<file path="src/rtl/fifo_wr_arbiter_pkg.sv">
// ----------------------------------------------------------------------------
// fifo_wr_arbiter_pkg
//   Shared definitions for the FIFO write-port arbiter: default parameter
//   values, the legacy-compatible FSM state encoding and a helper that sizes
//   the per-grant beat counter.
// ----------------------------------------------------------------------------
package fifo_wr_arbiter_pkg;

  localparam int NUM_REQ_DEF    = 4;
  localparam int DATA_WIDTH_DEF = 8;
  localparam int ID_WIDTH_DEF   = 2;
  localparam int MAX_BURST_DEF  = 4;

  // State encoding shared with the rest of the FIFO control logic.
  localparam logic ST_IDLE  = 1'b0;
  localparam logic ST_GRANT = 1'b1;

  // Beat counter width: log2(MAX_BURST)+1 bits, so MAX_BURST-1 always fits.
  function automatic int beat_width(input int max_burst);
    return $clog2(max_burst) + 1;
  endfunction

endpackage

</file>
<file path="src/rtl/fifo_wr_arbiter_if.sv">
// ----------------------------------------------------------------------------
// fifo_wr_arbiter_if
//   Bundles the requester valid/ready/data bus and the FIFO write port.
//   Signals:
//     req_valid    per-requester valid, bit i = requester i
//     req_data     packed data, requester i at [i*DATA_WIDTH +: DATA_WIDTH]
//     req_ready    per-requester ready, at most one bit high
//     fifo_full    FIFO full flag
//     fifo_wr_en   FIFO write enable
//     fifo_data_in FIFO write data
//     grant_id     currently granted requester
//     busy         high while a requester holds the grant
//   Modports:
//     master  producer/FIFO side (drives requests and the full flag)
//     slave   arbiter side
// ----------------------------------------------------------------------------
interface fifo_wr_arbiter_if
  import fifo_wr_arbiter_pkg::*;
#(
  parameter int NUM_REQ    = NUM_REQ_DEF,
  parameter int DATA_WIDTH = DATA_WIDTH_DEF,
  parameter int ID_WIDTH   = ID_WIDTH_DEF
);

  logic [NUM_REQ-1:0]            req_valid;
  logic [NUM_REQ*DATA_WIDTH-1:0] req_data;
  logic [NUM_REQ-1:0]            req_ready;
  logic                          fifo_full;
  logic                          fifo_wr_en;
  logic [DATA_WIDTH-1:0]         fifo_data_in;
  logic [ID_WIDTH-1:0]           grant_id;
  logic                          busy;

  modport master (
    output req_valid, req_data, fifo_full,
    input  req_ready, fifo_wr_en, fifo_data_in, grant_id, busy
  );

  modport slave (
    input  req_valid, req_data, fifo_full,
    output req_ready, fifo_wr_en, fifo_data_in, grant_id, busy
  );

endinterface

</file>
<file path="src/rtl/fifo_wr_arbiter_rr_picker.sv">
// ----------------------------------------------------------------------------
// rr_priority_picker
//   Combinational round-robin search: returns the first set bit of req
//   starting at rr_ptr and wrapping modulo NUM_REQ.
//   Ports:
//     req     request vector
//     rr_ptr  search start position
//     found   any request present
//     idx     index of the winning request (0 when none)
// ----------------------------------------------------------------------------
module rr_priority_picker
  import fifo_wr_arbiter_pkg::*;
#(
  parameter int NUM_REQ  = NUM_REQ_DEF,
  parameter int ID_WIDTH = ID_WIDTH_DEF
) (
  input  logic [NUM_REQ-1:0]  req,
  input  logic [ID_WIDTH-1:0] rr_ptr,
  output logic                found,
  output logic [ID_WIDTH-1:0] idx
);

  always_comb begin
    // NOTE: every output is given a default before any conditional update so
    // no path leaves it unassigned and no latch is inferred.
    found = |req;
    idx   = '0;
    // Lowest set bit anywhere: the wrap-around result.
    for (int i = NUM_REQ - 1; i >= 0; i--) begin
      if (req[i]) idx = ID_WIDTH'(i);
    end
    // Lowest set bit at or above rr_ptr overrides the wrap-around result.
    for (int i = NUM_REQ - 1; i >= 0; i--) begin
      if (req[i] && (ID_WIDTH'(i) >= rr_ptr)) idx = ID_WIDTH'(i);
    end
  end

endmodule

</file>
<file path="src/rtl/fifo_wr_arbiter.sv">
// ----------------------------------------------------------------------------
// fifo_wr_arbiter
//   Shares one FIFO write port among NUM_REQ valid/ready requesters using a
//   round-robin grant with bursts of at most MAX_BURST beats. Writes are
//   gated by fifo_full, so the FIFO never sees a write while full.
//   Ports:
//     clk   rising-edge clock
//     rst   asynchronous reset, active high
//     bus   fifo_wr_arbiter_if.slave (requester bus + FIFO write port)
// ----------------------------------------------------------------------------
module fifo_wr_arbiter
  import fifo_wr_arbiter_pkg::*;
#(
  parameter int NUM_REQ    = NUM_REQ_DEF,
  parameter int DATA_WIDTH = DATA_WIDTH_DEF,
  parameter int ID_WIDTH   = ID_WIDTH_DEF,
  parameter int MAX_BURST  = MAX_BURST_DEF
) (
  input logic              clk,
  input logic              rst,
  fifo_wr_arbiter_if.slave bus
);

  localparam int BEAT_W = beat_width(MAX_BURST);

  logic                  state;
  logic [ID_WIDTH-1:0]   grant_id;
  logic [ID_WIDTH-1:0]   rr_ptr;
  logic [BEAT_W-1:0]     beat_cnt;

  logic                  pick_found;
  logic [ID_WIDTH-1:0]   pick_idx;
  logic [ID_WIDTH-1:0]   next_ptr;
  logic [NUM_REQ-1:0]    ready;
  logic [DATA_WIDTH-1:0] data_mux;
  logic                  granted_valid;
  logic                  transfer;
  logic                  last_beat;

  rr_priority_picker #(
    .NUM_REQ  (NUM_REQ),
    .ID_WIDTH (ID_WIDTH)
  ) u_picker (
    .req    (bus.req_valid),
    .rr_ptr (rr_ptr),
    .found  (pick_found),
    .idx    (pick_idx)
  );

  // Ready decode and data mux keyed on grant_id. The data mux follows
  // grant_id even outside GRANT, so after reset it presents slice 0.
  always_comb begin
    ready         = '0;
    data_mux      = bus.req_data[DATA_WIDTH-1:0];
    granted_valid = 1'b0;
    for (int i = 0; i < NUM_REQ; i++) begin
      if (grant_id == ID_WIDTH'(i)) begin
        ready[i]      = (state == ST_GRANT) && !bus.fifo_full;
        data_mux      = bus.req_data[i*DATA_WIDTH +: DATA_WIDTH];
        granted_valid = bus.req_valid[i];
      end
    end
  end

  assign transfer  = granted_valid && (state == ST_GRANT) && !bus.fifo_full;
  assign last_beat = (beat_cnt == BEAT_W'(MAX_BURST - 1));
  assign next_ptr  = (grant_id == ID_WIDTH'(NUM_REQ - 1)) ? '0
                                                          : grant_id + ID_WIDTH'(1);

  assign bus.req_ready    = ready;
  assign bus.fifo_wr_en   = transfer;
  assign bus.fifo_data_in = data_mux;
  assign bus.grant_id     = grant_id;
  assign bus.busy         = (state == ST_GRANT);

  // NOTE: sequential state uses non-blocking assignments so every register
  // samples the pre-edge values and simulation matches the synthesized flops.
  always_ff @(posedge clk or posedge rst) begin
    if (rst) begin
      state    <= ST_IDLE;
      grant_id <= '0;
      rr_ptr   <= '0;
      beat_cnt <= '0;
    end else if (state == ST_IDLE) begin
      // Arbitration takes this one cycle; no write is issued in IDLE.
      if (pick_found) begin
        grant_id <= pick_idx;
        beat_cnt <= '0;
        state    <= ST_GRANT;
      end
    end else begin
      if (transfer && !last_beat) begin
        beat_cnt <= beat_cnt + BEAT_W'(1);
      end else if (transfer || !granted_valid) begin
        // Burst complete or requester dropped valid: hand the pointer on.
        // A stall (valid high, FIFO full) falls through and holds everything.
        rr_ptr <= next_ptr;
        state  <= ST_IDLE;
      end
    end
  end

endmodule

</file>
<file path="src/flat_wrapper.sv">
// flat-port wrapper written by rule: the top's interface ports become plain ports
module fifo_wr_arbiter_flat import fifo_wr_arbiter_pkg::*;
#(
  parameter int NUM_REQ    = NUM_REQ_DEF,
  parameter int DATA_WIDTH = DATA_WIDTH_DEF,
  parameter int ID_WIDTH   = ID_WIDTH_DEF,
  parameter int MAX_BURST  = MAX_BURST_DEF
)
  (clk, rst, bus_req_valid, bus_req_data, bus_fifo_full, bus_req_ready, bus_fifo_wr_en, bus_fifo_data_in, bus_grant_id, bus_busy);
  fifo_wr_arbiter_if #(.NUM_REQ(NUM_REQ), .DATA_WIDTH(DATA_WIDTH), .ID_WIDTH(ID_WIDTH)) bus_i ();
  input logic clk;
  input logic rst;
  input wire logic [$bits(bus_i.req_valid)-1:0] bus_req_valid;
  input wire logic [$bits(bus_i.req_data)-1:0] bus_req_data;
  input wire logic [$bits(bus_i.fifo_full)-1:0] bus_fifo_full;
  output wire logic [$bits(bus_i.req_ready)-1:0] bus_req_ready;
  output wire logic [$bits(bus_i.fifo_wr_en)-1:0] bus_fifo_wr_en;
  output wire logic [$bits(bus_i.fifo_data_in)-1:0] bus_fifo_data_in;
  output wire logic [$bits(bus_i.grant_id)-1:0] bus_grant_id;
  output wire logic [$bits(bus_i.busy)-1:0] bus_busy;
  assign bus_i.req_valid = bus_req_valid;
  assign bus_i.req_data = bus_req_data;
  assign bus_i.fifo_full = bus_fifo_full;
  assign bus_req_ready = bus_i.req_ready;
  assign bus_fifo_wr_en = bus_i.fifo_wr_en;
  assign bus_fifo_data_in = bus_i.fifo_data_in;
  assign bus_grant_id = bus_i.grant_id;
  assign bus_busy = bus_i.busy;
  fifo_wr_arbiter #(.NUM_REQ(NUM_REQ), .DATA_WIDTH(DATA_WIDTH), .ID_WIDTH(ID_WIDTH), .MAX_BURST(MAX_BURST)) u_core (.clk(clk), .rst(rst), .bus(bus_i));
endmodule
</file>
<file path="config.mk">
export PLATFORM = sky130hd
export DESIGN_NAME = fifo_wr_arbiter_flat
export DESIGN_NICKNAME = d
export VERILOG_FILES = /design/src/rtl/fifo_wr_arbiter_pkg.sv /design/src/rtl/fifo_wr_arbiter_if.sv /design/src/rtl/fifo_wr_arbiter_rr_picker.sv /design/src/rtl/fifo_wr_arbiter.sv /design/src/flat_wrapper.sv
export SDC_FILE = /design/constraint.sdc
export NUM_CORES = 1
export LEC_CHECK = 0
export BUFFER_PORTS_ARGS = -buffer_cell sky130_fd_sc_hd__buf_2
export CORE_UTILIZATION = 42
export DETAILED_ROUTE_END_ITERATION = 6
export HOLD_SLACK_MARGIN = 0.02
export PLACE_DENSITY = 0.78
export SLEW_MARGIN = 10
export SYNTH_ARGS = -nofsm -noshare
export SYNTH_HDL_FRONTEND = slang
export SYNTH_SLANG_ARGS = --single-unit
</file>
<file path="constraint.sdc">
create_clock -name clk -period 2.1 [get_ports clk]
set_clock_uncertainty 0.2 [all_clocks]
set_input_delay 0 -clock clk [delete_from_list [all_inputs] [get_ports clk]]
set_output_delay 0 -clock clk [all_outputs]
set_load 0.02 [all_outputs]
</file>
==> flow_summary_export.csv <==
group,metric,value,unit
placed_design,hpwl,1770,microns
power_and_ir_drop,vdd_drop_max,0.804,mV
sta,fin_crit_sh,0.955,
synth,syn_inst,113,
detailed_routing,wl_per_cell,11.4,microns
synth,netlist_top_cells_area,"dfrtp_1 23%, mux2i_1 14%, ha_1 8.7%",
synth,synth_area,867,sq um
cells_and_area,area_growth,45.6,%
clock_network,clk_path_buf_depth,2,
cells_and_area,fin_area,1260,sq um
floorplanning,die_w,47.4,microns
clock_network,clockRootBuffer,"clkbuf_4",
floorplanning,die_area,2250,sq um
sta,relSlewSlack,0.760,
detailed_routing,ant_nets,0,
cells_and_area,antenna_cells,0,
power_and_ir_drop,cellPowerDensity,1290,nW/um^2
sta,final_hold_viol_count,0,
floorplanning,dieHeight,47.4,microns
clock_network,clk_latency,0.25,ns
sta,setup_viol,0,
placed_design,routabilityCongestion,0.799,
cells_and_area,fin_nets,222,
synth,yosysSeqAreaShare,0.231,
setup_path,cp-start-kind,"input port",
synth,avgSynthCellArea,7.67,sq um
cells_and_area,drive_gt1_frac,0.389,
clock_network,cts_tree,"built",
detailed_routing,drc,0,
cells_and_area,finalCoreUtilization,0.650,
synth,ys_ff_latch,8,
global_routing,grt_use_met1,0.209,
cells_and_area,fillers,182,
clock_network,htreeDepth,1,
placed_design,postPlaceCellArea,1160,sq um
outcome,status,"complete, no violations",
floorplanning,start_util,0.447,
sta,holdWs,0.0496,ns
placed_design,dp_slack,0.188,ns
sta,setup_ws,0.0939,ns
global_routing,grt_usage,0.194,
worst_hold_path,hp-class,"input port to asynchronous set/reset pin",
sta,tightest_slew,0.354,ns
sta,rsz0062_at_grt,"false",
setup_path,critPathCaptureType,"flop",
global_routing,first_global_vias,814,
detailed_routing,vias,1004,
clock_network,clk_pin_slew,0.05,ns
detailed_routing,first_pass_iters,4,
detailed_routing,drt_iter0_drc,7,
setup_path,arrival,1.99,ns
global_routing,met3_usage,0.0151,
synth,syn_nets,158,
sta,fin_tns_setup,0,ns
global_routing,met2_usage,0.386,
synth,yosysUniqueCellTypes,32,
global_routing,grt_antenna_before_repair,0,
sta,final_max_slew_viol_count,0,
setup_path,critical_path_class,"input port to flop",
sta,fmax,498,MHz
clock_network,post_cts_buffers,0,
synth,synth_top_area_share,0.231,
setup_path,r2r_slack,0.16,ns
synth,synth_largest_area_cell,"dfrtp_1",
global_routing,grt_start_max_net_pins,17,
floorplanning,rows,16,
power_and_ir_drop,p_leak,0.651,nW
detailed_routing,routed_wl,2310,microns
clock_network,cts_made_buffers,3,
detailed_routing,viasPerCell,4.97,
global_routing,grt.overflow.total,0,
global_routing,grt_pass1_wl,3120,microns
run,drv_cap,0,
synth,ys_warn_count,0,
floorplanning,core_area,1940,sq um
setup_path,cp.required,2.09,ns
sta,fin_crit,2.01,ns
clock_network,clock_sinks,8,
placed_design,numPortBuffers,54,
setup_path,worst-path-max-fanout,7,
floorplanning,pin_count,55,
global_routing,grt-busiest-layer,"met2",
worst paths after layout:
check / startpoint / to / depth (start not counted)
worst max-delay path: bus_req_valid[1] / u_core.bus.grant_id[0] / 7
min in group clk: bus_fifo_full / u_core.beat_cnt[0] / 5
worst min-delay path: rst / u_core.beat_cnt[1] / 3
max in group asynchronous: rst / u_core.rr_ptr[1] / 3
worst max register to register: u_core.bus.grant_id[0] / u_core.rr_ptr[0] / 6
worst min register to register: u_core.beat_cnt[0] / u_core.beat_cnt[0] / 1
critical path, stage by stage:
cell and delay (ns):
dlygate4sd3_1 0.54, buf_2 0.16, nor4_1 0.35, or2_4 0.23
nand2_1 0.07, o41ai_2 0.05, dlygate4sd3_1 0.58
synthesized netlist by cell type:
cell type,n
o21a_1,1
nor3_1,1
nor4_1,1
nor2_1,11
a211oi_2,1
o41ai_2,1
nand2_1,16
inv_1,8
nor2b_4,1
and2_1,3
ha_1,6
nor2b_1,1
nand3b_1,1
o21ai_0,1
nand2b_1,2
o21ai_1,9
mux2i_1,12
and2b_1,1
o22ai_1,1
buf_4,1
a21oi_2,1
o311ai_1,1
or2_1,1
buf_6,1
clkbuf_1,1
a21oi_1,14
dfrtp_1,8
nor3_2,1
buf_2,2
mux2_1,2
buf_1,1
a211oi_1,1
placed cells by master, fill, tap and decap left out:
cell type,count
buf_2,54
nand2_1,16
a21oi_1,14
mux2i_1,12
nor2_1,11
o21ai_1,9
inv_1,8
dfrtp_1,8
dlygate4sd3_1,7
ha_1,5
buf_4,4
and2_1,3
clkbuf_4,3
nand2b_1,2
mux2_1,2
nor4_1,1
or2_4,1
o41ai_2,1
nand3b_1,1
a211oi_1,1
nor2b_4,1
o311ai_1,1
a211oi_2,1
nor2b_1,1
and2b_1,1
nor3_2,1
o21ai_0,1
a21oi_2,1
nor3_1,1
o21a_1,1
o22ai_1,1
ha_2,1
metal layers:
layer | wire, microns | up-vias
met5 | 0 | -
met4 | 12 | 0
met3 | 182 | 2
met2 | 1200 | 44
met1 | 910 | 445
li1 | - | 513
metrics by stage:
step | cells | power (W)
finish | 202 | 0.00163
global route | 202 | 0.00176
CTS | 202 | 0.00163
detailed placement | 192 | 0.00147
global placement | 192 | 0.00144
floorplan | 113 | 0.00116
report_power, final:
part / internal [W] / switching, W / leakage [nW]
clock: 0.0000651 / 0.0000487 / 0.0138
combinational: 0.000525 / 0.000690 / 0.537
sequential: 0.000223 / 0.0000778 / 0.100
total: 0.000813 / 0.000817 / 0.651
sequential cells by signal, summed over array words and instances (netlist names):
name / cells
u_core.beat_cnt: 3
u_core.bus.busy: 1
u_core.bus.grant_id: 2
u_core.rr_ptr: 2
kinds of logic after synthesis:
group | Yosys count | synth area share
AND/OR/NAND/NOR | 40 | 0.225
AO/OA/AOI/OAI | 31 | 0.216
buffers and inverters | 14 | 0.0765
multiplexers | 14 | 0.165
flip-flops | 8 | 0.231
adder cells (fa/ha/maj) | 6 | 0.0866
layout make-up:
class / instances / area, sq um / area share
well taps: 27 / 33.8 / 0.0268
flip-flops and latches: 8 / 200 / 0.159
clock buffers: 3 / 22.5 / 0.0178
inverters: 8 / 30.0 / 0.0238
multi-input cells: 91 / 606 / 0.480
repair buffers: 65 / 370 / 0.293
what timing repair did:
action | 4_1_cts | 5_1_grt
hold buffers | 7 | 0
gates resized for setup | 0 | 2
hold endpoints to repair | 11 | 0
endpoints found under the setup margin | 0 | 5
(Power assumes the default switching activity.)
